### src/rtl/cnt_sweep_pkg.sv
// Shared types for the counter sweep controller.
//   sweep_state_e : controller state (IDLE, UP, HOLD_HI, DOWN, HOLD_LO)
//   HOLD_W        : width of the bound-pause timer
//   is_hold()     : true for either pause state
package cnt_sweep_pkg;

  localparam int unsigned HOLD_W = 4;

  typedef enum logic [2:0] {
    ST_IDLE    = 3'd0,
    ST_UP      = 3'd1,
    ST_HOLD_HI = 3'd2,
    ST_DOWN    = 3'd3,
    ST_HOLD_LO = 3'd4
  } sweep_state_e;

  function automatic logic is_hold(input sweep_state_e s);
    return (s == ST_HOLD_HI) || (s == ST_HOLD_LO);
  endfunction

endpackage

### src/rtl/cnt_hold_timer.sv
// Pause timer used at both sweep bounds.
//   clk, rst_n : clock, asynchronous active-low reset
//   load       : reload the timer with HOLD_CYCLES (pause entry)
//   tick       : count down by one while pausing
//   expire     : timer holds 1, i.e. this is the last pause cycle
module cnt_hold_timer
  import cnt_sweep_pkg::*;
#(
  parameter int unsigned HOLD_CYCLES = 2
) (
  input  logic clk,
  input  logic rst_n,
  input  logic load,
  input  logic tick,
  output logic expire
);

  localparam logic [HOLD_W-1:0] LOAD_VAL = HOLD_W'(HOLD_CYCLES);
  localparam logic [HOLD_W-1:0] ONE_H    = HOLD_W'(1);

  logic [HOLD_W-1:0] count_q;
  logic [HOLD_W-1:0] count_d;

  always_comb begin
    count_d = count_q;
    if (load) begin
      count_d = LOAD_VAL;
    end else if (tick && (count_q != '0)) begin
      count_d = count_q - ONE_H;
    end
  end

  always_ff @(posedge clk or negedge rst_n) begin
    if (!rst_n) begin
      count_q <= '0;
    end else begin
      count_q <= count_d;
    end
  end

  // Loaded on entry, so the pause lasts exactly HOLD_CYCLES cycles.
  assign expire = (count_q == ONE_H);

endmodule

### src/rtl/cnt_sweep_ctrl.sv
// Sequencing controller for the up/down counter: sweeps the count between
// a latched low and high bound, pausing HOLD_CYCLES at each bound, for a
// latched number of sweeps (0 = continuous until abort).
//   clk, rst_n : clock, asynchronous active-low reset
//   start      : command strobe, only sampled in IDLE
//   lo, hi     : bounds, latched on an accepted start (lo <= hi)
//   sweeps     : up-then-down sweep count, latched on an accepted start
//   abort      : return to IDLE from any active state, no done
//   cnt        : counter value fed back from the counter
//   en, up_dn  : counter enable / direction (registered)
//   busy       : not IDLE
//   done       : one-cycle pulse after the final sweep
//   err        : one-cycle pulse after a rejected start (lo > hi)
module cnt_sweep_ctrl
  import cnt_sweep_pkg::*;
#(
  parameter int unsigned WIDTH       = 4,
  parameter int unsigned SWEEP_W     = 4,
  parameter int unsigned HOLD_CYCLES = 2
) (
  input  logic               clk,
  input  logic               rst_n,
  input  logic               start,
  input  logic [WIDTH-1:0]   lo,
  input  logic [WIDTH-1:0]   hi,
  input  logic [SWEEP_W-1:0] sweeps,
  input  logic               abort,
  input  logic [WIDTH-1:0]   cnt,
  output logic               en,
  output logic               up_dn,
  output logic               busy,
  output logic               done,
  output logic               err
);

  localparam logic [WIDTH:0]   ONE_W = (WIDTH+1)'(1);
  localparam logic [SWEEP_W-1:0] ONE_S = SWEEP_W'(1);

  sweep_state_e       state_q, state_d;
  logic [WIDTH-1:0]   lo_q, lo_d;
  logic [WIDTH-1:0]   hi_q, hi_d;
  logic [SWEEP_W-1:0] sweep_left_q, sweep_left_d;
  logic               en_q, en_d;
  logic               up_dn_q, up_dn_d;
  logic               busy_q, busy_d;
  logic               done_q, done_d;
  logic               err_q, err_d;

  // Bound compares are one bit wider so hi=0 / lo=max cannot wrap.
  logic [WIDTH:0] cnt_w;
  logic [WIDTH:0] cnt_nx;
  logic           hi_reached;
  logic           lo_reached;

  logic hold_load;
  logic hold_tick;
  logic hold_expire;

  assign cnt_w = {1'b0, cnt};

  // The counter steps on the same edge the controller acts, so a bound is
  // also "reached" one count early while en is high: zero overshoot.
  assign hi_reached = (cnt_w >= {1'b0, hi_q}) ||
                      (en_q && ((cnt_w + ONE_W) == {1'b0, hi_q}));
  assign lo_reached = (cnt_w <= {1'b0, lo_q}) ||
                      (en_q && (cnt_w == ({1'b0, lo_q} + ONE_W)));

  // Counter value after the coming edge.
  always_comb begin
    cnt_nx = cnt_w;
    if (en_q) begin
      cnt_nx = up_dn_q ? (cnt_w + ONE_W) : (cnt_w - ONE_W);
    end
  end

  always_comb begin
    state_d      = state_q;
    lo_d         = lo_q;
    hi_d         = hi_q;
    sweep_left_d = sweep_left_q;
    done_d       = 1'b0;
    err_d        = 1'b0;

    if (abort && (state_q != ST_IDLE)) begin
      state_d = ST_IDLE;
    end else begin
      case (state_q)
        ST_IDLE: begin
          if (start) begin
            if (lo <= hi) begin
              lo_d         = lo;
              hi_d         = hi;
              sweep_left_d = sweeps;
              state_d      = ST_UP;
            end else begin
              err_d = 1'b1;
            end
          end
        end
        ST_UP: begin
          if (hi_reached) begin
            state_d = ST_HOLD_HI;
          end
        end
        ST_HOLD_HI: begin
          if (hold_expire) begin
            state_d = ST_DOWN;
          end
        end
        ST_DOWN: begin
          if (lo_reached) begin
            if (sweep_left_q == ONE_S) begin
              state_d = ST_IDLE;
              done_d  = 1'b1;
            end else begin
              if (sweep_left_q != '0) begin
                sweep_left_d = sweep_left_q - ONE_S;
              end
              state_d = ST_HOLD_LO;
            end
          end
        end
        ST_HOLD_LO: begin
          if (hold_expire) begin
            state_d = ST_UP;
          end
        end
        default: begin
          state_d = ST_IDLE;
        end
      endcase
    end

    // en is only raised on entry to UP/DOWN if the counter is not already
    // at (or past) the target bound; while staying in UP/DOWN the bound
    // compares above guarantee this holds.
    en_d    = ((state_d == ST_UP)   && (cnt_nx < {1'b0, hi_d})) ||
              ((state_d == ST_DOWN) && (cnt_nx > {1'b0, lo_d}));
    up_dn_d = (state_d == ST_UP) || (state_d == ST_HOLD_HI);
    busy_d  = (state_d != ST_IDLE);
  end

  assign hold_load = ((state_d == ST_HOLD_HI) && (state_q != ST_HOLD_HI)) ||
                     ((state_d == ST_HOLD_LO) && (state_q != ST_HOLD_LO));
  assign hold_tick = is_hold(state_q);

  cnt_hold_timer #(
    .HOLD_CYCLES(HOLD_CYCLES)
  ) u_hold_timer (
    .clk   (clk),
    .rst_n (rst_n),
    .load  (hold_load),
    .tick  (hold_tick),
    .expire(hold_expire)
  );

  always_ff @(posedge clk or negedge rst_n) begin
    if (!rst_n) begin
      state_q      <= ST_IDLE;
      lo_q         <= '0;
      hi_q         <= '0;
      sweep_left_q <= '0;
      en_q         <= 1'b0;
      up_dn_q      <= 1'b0;
      busy_q       <= 1'b0;
      done_q       <= 1'b0;
      err_q        <= 1'b0;
    end else begin
      state_q      <= state_d;
      lo_q         <= lo_d;
      hi_q         <= hi_d;
      sweep_left_q <= sweep_left_d;
      en_q         <= en_d;
      up_dn_q      <= up_dn_d;
      busy_q       <= busy_d;
      done_q       <= done_d;
      err_q        <= err_d;
    end
  end

  assign en    = en_q;
  assign up_dn = up_dn_q;
  assign busy  = busy_q;
  assign done  = done_q;
  assign err   = err_q;

endmodule

### config.mk
export PLATFORM = sky130hd
export DESIGN_NAME = cnt_sweep_ctrl
export DESIGN_NICKNAME = d
export VERILOG_FILES = /design/src/rtl/cnt_sweep_pkg.sv /design/src/rtl/cnt_hold_timer.sv /design/src/rtl/cnt_sweep_ctrl.sv
export SDC_FILE = /design/constraint.sdc
export NUM_CORES = 1
export LEC_CHECK = 0
export CAP_MARGIN = 20
export CORE_ASPECT_RATIO = 0.75
export CORE_MARGIN = 1.5
export CORE_UTILIZATION = 50
export DETAILED_ROUTE_END_ITERATION = 12
export GPL_ROUTABILITY_DRIVEN = 0
export GPL_TIMING_DRIVEN = 1
export PLACE_DENSITY = 0.73
export SETUP_SLACK_MARGIN = 0.3
export SLEW_MARGIN = 20
export SYNTH_ARGS = -nofsm -noshare
export SYNTH_HDL_FRONTEND = slang
export SYNTH_SLANG_ARGS = --single-unit
### constraint.sdc
create_clock -name clk -period 5.7 [get_ports clk]
set_input_delay 0.855 -clock clk [delete_from_list [all_inputs] [get_ports clk]]
set_output_delay 0.855 -clock clk [all_outputs]
set_load 0.05 [all_outputs]
---- Yosys cells after proc, flatten, opt, wreduce, memory -nomap -nowiden ----
Cells that the tools add are included.
W data, S select, Z words.
storage, ports and cells
  bits of input ports ..................... 20
  register bits after elaboration ......... 24
operators by class
  $add $sub $neg .......................... 5
  order comparisons ....................... 5
  muxes and demuxes ....................... 35
  bitwise logic cells ..................... 1
  reductions and logical operators ........ 22
  equal/unequal tests ..................... 19
operator list
  operator               number
  $mux W4                15
  $mux W3                8
  $pmux W3 S5            1
  $eq A3 B2 Y1 const B   4
  $add A4 B1 Y5 const B  2
  $mux W5                2
  $ne A2 B2 Y1 const B   5
  $eq A4 B1 Y1 const B   2
  $le A4 B4 Y1           2
  $logic_and A1 B1 Y1    8
  $mux W1                8
  $pmux W4 S2            1
  $reduce_bool A4 Y1     2
  $sub A4 B1 Y4 const B  2
  $reduce_and A7 Y1      1
  $eq A3 B1 Y1 const B   2
  $eq A3 B3 Y1 const B   2
  $logic_or A1 B1 Y1     6
  $reduce_bool A3 Y1     2
  $eq A4 B5 Y1           1
  $eq A5 B4 Y1           1
  $gt A5 B4 Y1           1
  $lt A5 B4 Y1           1
  $sub A4 B1 Y5 const B  1
  6 further kinds        7

---- Longest topological paths before layout ----
  word-level depth ........................ 11
  depth in mapped cells ................... 16

---- Modules after synthesis ----
From an unflattened synthesis, not the netlist that was laid out.
second synthesis, totals
  cells, all modules ...................... 239
  area total of the unflattened synthesis .. 2,115.8 um^2
by module, submodules not included
  module          sequential area each (um^2)  area each (um^2)  cells an instance  times used
  cnt_sweep_ctrl  500.5                        1,860.5           213                1
  cnt_hold_timer  100.1                        255.2             26                 1

---- Least setup slack after synthesis ----
OpenSTA, ideal clock, no wires.
  kind .................................... input to register
  from .................................... input hi[3]
  to ...................................... register en_q (netlist: en)
  stages .................................. 15
  path slack .............................. 2.469 ns
  arrival ................................. 3.111 ns
  path buffers ............................ 1
  cell sequence ........................... inv_1 ha_1 nand4b_1 nand3_1 a21bo_2 clkbuf_1 mux2i_1 ha_1 nor2b_1 o21ai_0 nand2b_1 a21oi_1 a41o_1 nand3_1 o211a_1
on the way
  longest elaborated chain between the ends .. 8
  elaborated cells on any way between the ends .. 20
  those cells by class .................... 3 x order compare; 2 x eq/ne; 12 x mux; 3 x reduce/logical
ends and longest elaborated chain
  element                                        RTL line                                      text
  from (decl)                                    cnt_sweep_ctrl.sv:25                          input logic [WIDTH-1:0] hi,
  $le A4 B4 Y1                                   cnt_sweep_ctrl.sv:90                          if (lo <= hi) begin
  $mux W4 or $mux W3 (tied branches)             cnt_sweep_ctrl.sv:90
  $mux W4 or $mux W3 (tied branches)             cnt_sweep_ctrl.sv:89                          if (start) begin
  $mux W4 or $pmux W3 S5 (tied branches)         cnt_sweep_ctrl.sv:87                          case (state_q)
  $mux W4 or $mux W3 (tied branches)             cnt_sweep_ctrl.sv:84                          if (abort && (state_q != ST_IDLE)) begin
  $lt A5 B4 Y1 (tied with other cells)           cnt_sweep_ctrl.sv:137                         en_d = ((state_d == ST_UP) && (cnt_nx < {1'b0, hi_d})) ||
  $logic_and A1 B1 Y1, on equally long branches  cnt_sweep_ctrl.sv:137, cnt_sweep_ctrl.sv:138
  $logic_or A1 B1 Y1 *                           cnt_sweep_ctrl.sv:137
  named net en_d                                 cnt_sweep_ctrl.sv:43                          logic en_q, en_d;
  to (signal assigned)                           cnt_sweep_ctrl.sv:173                         en_q <= en_d;
  to (decl)                                      cnt_sweep_ctrl.sv:43
Mark *: on every way through the listed nets, which the timed path passes. The rest lies on a longest branch.
A chain may end at the register's enable or synchronous reset.

---- Final worst setup path ----
Ends and elaborated chain as after synthesis.

==> impl_metrics.ini <==
[power]
design_power_total_mw = 1.06
power_per_cell_area_nw_per_um2 = 438
irDropWorstVdd_uv = 293
leakage_dissipation_nw = 1.12

[timing]
slew_headroom = 0.562
finalWorstSetupSlack_ns = 2.12
slew_viol_final = 0
finalCritPeriodShare = 0.628
grt_setup_unrepaired = no
setup_viol = 0
timing.final.hold_violations = 0
max_freq_ghz = 0.280
tightest_slew_ns = 0.651
layout_min_cycle_time_ns = 3.58
final.setup_skew_ns = 0.00916
final.setup.tns_ns = 0

[clocking]
postCtsResizedCells = 0
cts_made_buffers = 3
h_tree_lvl_count = 1
cts.root.buffer_cell = clkbuf_8
path_clk_slew_ns = 0.10
clock_latency_ns = 0.27
postCtsSetupRepairBufs = 0
cts.path.max_buffers = 2
clock_tree_from_tritoncts = done
clkSinkCount = 24
ctsHoldBuffers = 0

[detailed_routing]
detailedRoute.firstIterationViolations = 137
route.detailed.vias_per_inst = 5.45
remaining_drc_errors = 0
ant_nets = 0
postRouteWirelength_um = 4570
post_drt_wl_per_cell_um = 14.8
first_pass_iters = 4
dr_total_vias = 1680

[place]
dpl_worst_slack_ns = 1.91
portBuffers = 24
dpl.hpwl_um = 3550

[global_route]
global_route.overflow_total = 0
grt_max_degree = 25
antenna_found_initial = 0
grt_pass1_vias = 1505
grt_first_pass_wirelength_um = 7570
grt.total_usage = 0.212

[synth]
synth_enable_flop_cells = 0
synthCells = 231
post-synth-top-area-fraction = 0.287
syn_nets = 279
number_of_register_bits_inferred_by_synthesis = 24
post_synth_main_area_contributors = dfrtp_1 29%, ha_1 17%, inv_1 4.7%, xnor2_1 4.6%, nand2_1 3.9%
async_flop_share = 1.00
synth_cell_types = 50
postSynth.topFlopCell = dfrtp_1
synth.yosys.seq_area_share = 0.287
yosys_warnings = 0
netlist_area_um2 = 2090
synth.avg_cell_area_um2 = 9.05
synthDominantAreaCellType = dfrtp_1

[worst_hold_path]
min_path_type = reg2reg
min_delay_worst_endpoint = sweep_left_q[0]
hold_start = sweep_left_q[0]
worst_hold_path.num_cells = 1

[flow_run]
maxCapViolCount = 0

[die]
die-height_um = 59
core_area_um2 = 4030
chipWidth_um = 77.7
io_count = 25
die-area_um2 = 4580
floorplan.initialDensity = 0.519
num_rows = 20

[critical_path]
worst_ep_arrival_time_ns = 3.75
worst_r2r_path_depth = 12
worstPathMaxFanout = 14
worst_r2r_endpoint = en
setup.worst_path.start_class = input port
worstPathRequired_ns = 5.87
crit_type = in2reg
rrSetupSlack_ns = 2.73
r2r_start = state_q[1]
crit_path_end_kind = flop
worstSetupStartpoint = hi[3]

[cells_and_area]
final_cell_mix = 28 x ha_1, 26 x inv_1, 24 x dfrtp_1, 24 x clkdlybuf4s50_1, 22 x nand2_1
design.final.nets = 302
final_common_cell = ha_1
syn_to_final_growth_pct = 15.5
drive_gt1_frac = 0.0830
num_antenna_cells = 0

[outcome]
run_status = complete, no violations
sequential cells by signal, summed over array words and instances (netlist names):
name / flops
sweep_left_q: 4
state_q: 3
hi_q: 4
u_hold_timer.count_q: 4
err: 1
en: 1
busy: 1
lo_q: 4
up_dn: 1
done: 1
cell families (layout without fill, tap and decap cells):
group	after synthesis	in the layout	synth area share
AOI/OAI and AO/OA	47	47	0.145
DFF	24	24	0.287
muxes	5	5	0.0251
buffers and inverters	33	55	0.0772
xor gates and xnor gates	17	17	0.0748
adders and majority gates	28	28	0.168
and+or+nand+nor	77	77	0.223
layer usage:
metal  GRT usage  share of wire  vias to the layer above  wire length [µm]
li1            -              -                      853                 -
met4      0.0390          0.011                        0                49
met1       0.347           0.54                      780              2460
met3      0.0323          0.045                        4               206
met5           0              0                        -                 0
met2       0.292           0.40                       43              1850
cell type report:
cell class                 instances  area [µm²]
fill                             361        1610
multi-input combinational        174        1330
sequential                        24         601
timing repair buffer              25         248
inverter                          26        97.6
tap                               55        68.8
clock buffer                       3        41.3
clock inverter                     1        30.0
where the power goes:
part	leakage (nW)	internal, mW	switching (mW)
Clock	0.0357	0.0939	0.0588
Combinational	0.788	0.259	0.315
Sequential	0.299	0.239	0.0931
worst max-delay path by stage:
stage                     slack, ns  endpoint  cells past startpoint
after floorplan                2.47        en                     15
after global placement         1.97        en                     15
after detailed placement       1.91        en                     15
after CTS                      2.15        en                     15
after global routing           1.88        en                     15
final                          2.12        en                     15
per-stage QoR:
stage,std cells,cell area (µm²),hold WS [ns],utilization
finish,308,2410,0.553,0.599
global route,308,2410,0.578,0.599
CTS,308,2410,0.547,0.599
detailed placement,304,2340,0.536,0.582
global placement,304,2340,0.534,0.582
floorplan,231,2090,0.498,-
cells in the mapped netlist, drive strengths merged (3+ instances only):
library cell	number
nand3	9
inv	26
mux2i	3
nor3	9
nor4b	3
a21oi	14
o21a	4
dfrtp	24
nor4	3
nand2	22
buf	5
nor2b	3
and3	3
nand2b	4
xor2	6
ha	28
o21ai	15
xnor2	11
nor2	9
or3	3
critical path, stage by stage:
cell and delay [ns]:
clkdlybuf4s50_1 0.45, inv_1 0.05, ha_1 0.33, nand4b_1 0.11
nand3_1 0.12, a21bo_2 0.33, mux2i_1 0.28, ha_1 0.28
nor2b_1 0.14, o21ai_0 0.19, nand2b_1 0.08, a21oi_1 0.14
a41o_1 0.13, nand3_1 0.09, o211a_1 0.16
No activity file was read; power rests on OpenSTA's default activity.
==> RTL change 1, RTL diff (same settings) <==
Set the parameter `SWEEP_W` to 5 (it was 4).
--- a/src/rtl/cnt_sweep_ctrl.sv
+++ b/src/rtl/cnt_sweep_ctrl.sv
@@ -15,7 +15,7 @@
   import cnt_sweep_pkg::*;
 #(
   parameter int unsigned WIDTH       = 4,
-  parameter int unsigned SWEEP_W     = 4,
+  parameter int unsigned SWEEP_W     = 5,
   parameter int unsigned HOLD_CYCLES = 2
 ) (
   input  logic               clk,
Interface: changed (resized sweeps); port bits go from 25 to 26. The function was not compared with the original's and may differ.
==> RTL change 1 against the unedited design <==
  * Cell area down 1.7%
  * Total power is 2.8% lower
  * Sequential cell count grew 1
  * Sequential share of layout area grew 1.5 points
  * Worst setup slack worse by 0.65 ns
  * Final cell count is 1.3% higher
  * Global-route usage increased by 1.9 points
  * Clock skew decreased by 0.0026 ns
  * Non-clock buffer count rose by 1
  * Routed wire length barely moved
  * Via count up 3.9%
  * Hold slack got worse by 0.0027 ns
  * Combinational power grew 1%
  * Area after synthesis shrank 2.5%
  * Largest cell class unchanged
==> RTL change 1: results <==
run_status:
  status: "finished, final reports clean"
synth:
  synth_nets: 284
  synthTopCellsByCount: "27 x ha_1, 27 x inv_1, 25 x dfrtp_1"
  synth_mux_area_share_pct: 3.07
  ys_async_sr_fraction_pct: 100
  synthAdderAreaFrac_pct: 16.6
  synth_compound_area_share_pct: 15.7
  ys_types: 51
  ys_seq_area_share_pct: 30.7
  synth_area_leaders: "dfrtp_1 31%, ha_1 17%, inv_1 5.0%"
  synth_xor_xnor_area_share_pct: 6.88
place:
  place_area_mm2: 0.00233
  dp_hpwl_mm: 3.64
  place_ws_ns: 1.20
  io_buffer_count: 25
grt:
  grt_pass1_vias: 1677
  antenna_found_initial: 0
  grt_max_degree: 26
  grt_pass1_wl_mm: 8.08
  grtUsageTotal_pct: 23.1
setup_path:
  timing.rr.end: "en$_DFF_PN0_"
  r2r-start: "state_q[1]$_DFF_PN0_"
  critical_path.max_fanout: 11
  critPathArrivalTime_ns: 4.39
  reg2reg_setup_slack_ns: 2.32
sta:
  skew_ns: 0.00661
  maxSlewHeadroom_pct: 44.2
  finalCriticalPeriod_ns: 4.22
cts:
  numCtsBuffers: 3
  post-cts-setup-buffer-count: 0
  clk_pin_slew_ns: 0.09
detailed_routing:
  via_per_inst: 5.59
  drt-initial-drc-count: 112
  wl_per_cell_um: 14.7
hold_path:
  min_path_cells: 2
  hp-start: "u_hold_timer.count_q[3]$_DFFE_PN0P_"
  hold-path-endpoint: "u_hold_timer.count_q[3]$_DFFE_PN0P_"
power_and_ir_drop:
  powerDensity_mw_per_mm2: 433
  peakVddDrop_mv: 0.383
  cellLeakagePower_nw: 1.08
cells_and_area:
  drive_gt1_share_pct: 4.62
  n_fill_cell: 328
  nets: 309
  top_register: "sweep_left_q"
[RTL change 1: cell types whose count changed after synthesis, sizes merged, moves of 3 or more]
cell / change
o21ai: +4
nor3: -5
nand2: -3
nor2: +7
[RTL change 1: cell type report]
cell class,instances,area share (%)
repair buffers,26,10.9
inverters,27,4.27
multi-input cells,178,53.7
flip-flops and latches,25,26.3
clock buffers,3,1.74
well taps,52,2.74
clock inverters,1,0.316
[RTL change 1: how the worst max path moves through the flow]
stage                      from            to  cells past startpoint
final                     hi[3]  en$_DFF_PN0_                     15
after detailed placement  hi[3]  en$_DFF_PN0_                     15
after global placement    hi[3]  en$_DFF_PN0_                     15
after global routing      hi[3]  en$_DFF_PN0_                     15
after CTS                 hi[3]  en$_DFF_PN0_                     15
after floorplan           hi[3]  en$_DFF_PN0_                     15
[RTL change 1: metal layers]
layer,share of wire [%],vias up,track usage (%)
li1,-,874,-
met1,54,826,35.5
met2,40,39,34.3
met3,5.0,6,4.65
met4,0.72,0,3.70
met5,0,-,0
[RTL change 1: critical path: stages]
cell and delay [ns]:
clkdlybuf4s50_1 0.48, inv_1 0.05, ha_1 0.31, a21oi_1 0.16, a31oi_1 0.13, nor2_1 0.66, mux2i_1 0.36, ha_1 0.29
nor2b_1 0.13, o21ai_0 0.17, nand2b_1 0.09, a21oi_1 0.15, a41oi_1 0.07, or3_1 0.32, and3_1 0.17
[RTL change 1: cell families after synthesis]
logic type	after synthesis
mux	6
simple gates	79
xor+xnor	16
buf+inv	33
compound gates	50
fa+ha+maj	27
flops	25
[RTL change 1: per-stage QoR]
| step | std cells | hold WS, ns |
|---|---|---|
| global placement | 308 | 0.529 |
| finish | 312 | 0.550 |
| floorplan | 236 | 0.501 |
| CTS | 312 | 0.553 |
| detailed placement | 308 | 0.529 |
| global route | 312 | 0.585 |
[RTL change 1: power by group]
group / internal, mW / switching, mW
logic: 0.252 / 0.328
registers: 0.254 / 0.0895
clock network: 0.0495 / 0.0561
total: 0.555 / 0.473
==> RTL change 2, RTL diff (config.mk and constraints unchanged) <==
Without the edit above. Make the reset (`rst_n`) synchronous in 2 clocked blocks. Comments in the files are not updated.
--- a/src/rtl/cnt_hold_timer.sv
+++ b/src/rtl/cnt_hold_timer.sv
@@ -30,7 +30,7 @@
     end
   end
 
-  always_ff @(posedge clk or negedge rst_n) begin
+  always_ff @(posedge clk) begin
     if (!rst_n) begin
       count_q <= '0;
     end else begin
--- a/src/rtl/cnt_sweep_ctrl.sv
+++ b/src/rtl/cnt_sweep_ctrl.sv
@@ -154,7 +154,7 @@
     .expire(hold_expire)
   );
 
-  always_ff @(posedge clk or negedge rst_n) begin
+  always_ff @(posedge clk) begin
     if (!rst_n) begin
       state_q      <= ST_IDLE;
       lo_q         <= '0;
Behaviour: differs if rst_n is asserted again (counterexample within 4 cycles, from zero or initial values and one cycle with rst_n low); with rst_n held inactive, the same outputs for 10 cycles.
==> RTL change 2 against the unedited design <==
  * First-iteration DRC count grew 12%
  * Die area shrank 5.7%
  * Utilization grew 2.1 points
  * Area after synthesis shrank 5.9%
  * Sequential cell count is the same
  * Critical path depth is the same
  * Worst setup slack lost 0.43 ns
  * Routed wire length shrank 2.9%
  * Hold slack is essentially flat
  * Cell area shrank 4.7%
  * Global-route usage grew 0.98 points
Power is not compared: it rests on default switching activity, and its combinational part moved more than twofold at a synthesized area within 25%.
==> RTL change 2: results <==
cts:
  htree_levels: 1
  cts_buffer_depth: 2
  ctsResizeCount: 0
  root_buffer: "clkbuf_8"
  numCtsBuffers: 3
synth:
  synthTopCellsByCount: "28 x ha_1, 24 x dfxtp_1, 23 x nor2_1"
  yosysWarnings: 0
  synth_mux_area_share_pct: 2.04
  synthAdderAreaFrac_pct: 17.8
  ys_types: 47
  ys_async_sr_fraction_pct: 0
  synth_area_leaders: "dfxtp_1 24%, ha_1 18%, xnor2_1 6.2%"
  synth_xor_xnor_area_share_pct: 8.02
  ys_seq_area_share_pct: 24.4
  synth-main-ff-cell: "dfxtp_1"
  synth_compound_area_share_pct: 19.8
  synth_nets: 289
hold_path:
  hold-path-endpoint: "sweep_left_q[1]$_SDFFE_PN0P_"
  hold_path.class: "reg2reg"
  hp-start: "sweep_left_q[1]$_SDFFE_PN0P_"
  min_path_cells: 2
setup_path:
  r2r-start: "state_q[1]$_SDFF_PN0_"
  reg2reg_setup_slack_ns: 2.54
  worst_setup_path_start_kind: "primary input"
  cpPeakStageDelay_ns: 0.71
  worstSetupStartpoint: "hi[1]"
  cp-endpoint: "en$_SDFF_PN0_"
  worstRegToRegCells: 12
  cp_slowest_cell: "a31oi_2"
  critical_path.max_fanout: 15
sta:
  worst_slew_pin_slew_ns: 0.828
  holdWs_ns: 0.553
  skew_ns: 0.00734
grt:
  grt_max_degree: 16
  grt_pass1_wl_mm: 7.44
  grtUsageTotal_pct: 22.2
  grt_pass1_vias: 1587
  antenna_found_initial: 0
detailed_routing:
  drt-initial-drc-count: 154
  via_per_inst: 5.62
  routed_wl_mm: 4.44
  drt_first_pass_iters: 4
power_and_ir_drop:
  swShare_pct: 34.0
  cellLeakagePower_nw: 0.919
cells_and_area:
  utilization_pct: 62.1
  n_fill_cell: 342
  nets: 310
  diodes: 0
  drive_gt1_share_pct: 4.60
run_status:
  status: "finished, final reports clean"
place:
  dp_hpwl_mm: 3.49
  place_area_mm2: 0.00223
  io_buffer_count: 24
## RTL change 2: final cells by class
cell class                      count  share of cell area (%)
Clock buffer                        3                    1.79
Timing Repair Buffer               24                    10.4
Inverter                           22                    3.59
Sequential cell                    24                    20.9
Tap cell                           52                    2.83
Clock inverter                      1                    1.30
Multi-Input combinational cell    187                    59.2
## RTL change 2: worst max-delay path: cells and delay by family
kind | cells | cell delay, ns
adder cells (fa/ha/maj) | 2 | 0.56
AO/OA/AOI/OAI | 7 | 1.54
multiplexers | 1 | 0.33
AND/OR/NAND/NOR | 3 | 0.33
buffers and inverters | 2 | 0.50
## RTL change 2: power by group through the flow
stage | Combinational (mW) | Clock, mW | Sequential, mW
floorplan | 0.134 | 0 | 0.209
detailed placement | 0.195 | 0 | 0.203
global route | 0.221 | 0.160 | 0.202
finish | 0.198 | 0.152 | 0.199
CTS | 0.196 | 0.153 | 0.199
global placement | 0.191 | 0 | 0.203
## RTL change 2: per-layer routing
metal,up-vias,track usage [%],part of all wire [%]
li1,906,-,-
met1,799,35.9,55
met2,48,30.8,38
met3,6,3.89,5.1
met4,0,3.83,1.2
met5,-,0,0
## RTL change 2: cells by family (layout without fill, tap and decap cells)
| logic type | Yosys count | after routing |
|---|---|---|
| buf+inv | 30 | 50 |
| flops | 24 | 24 |
| simple gates | 82 | 82 |
| compound gates | 55 | 55 |
| mux | 4 | 4 |
| xor+xnor | 18 | 18 |
| fa+ha+maj | 28 | 28 |
## RTL change 2: through the flow
step,instances,setup slack (ns),power (mW)
floorplan,241,2.19,0.343
global placement,309,1.56,0.394
detailed placement,309,1.42,0.398
CTS,313,1.70,0.548
global route,313,1.46,0.583
finish,313,1.69,0.549
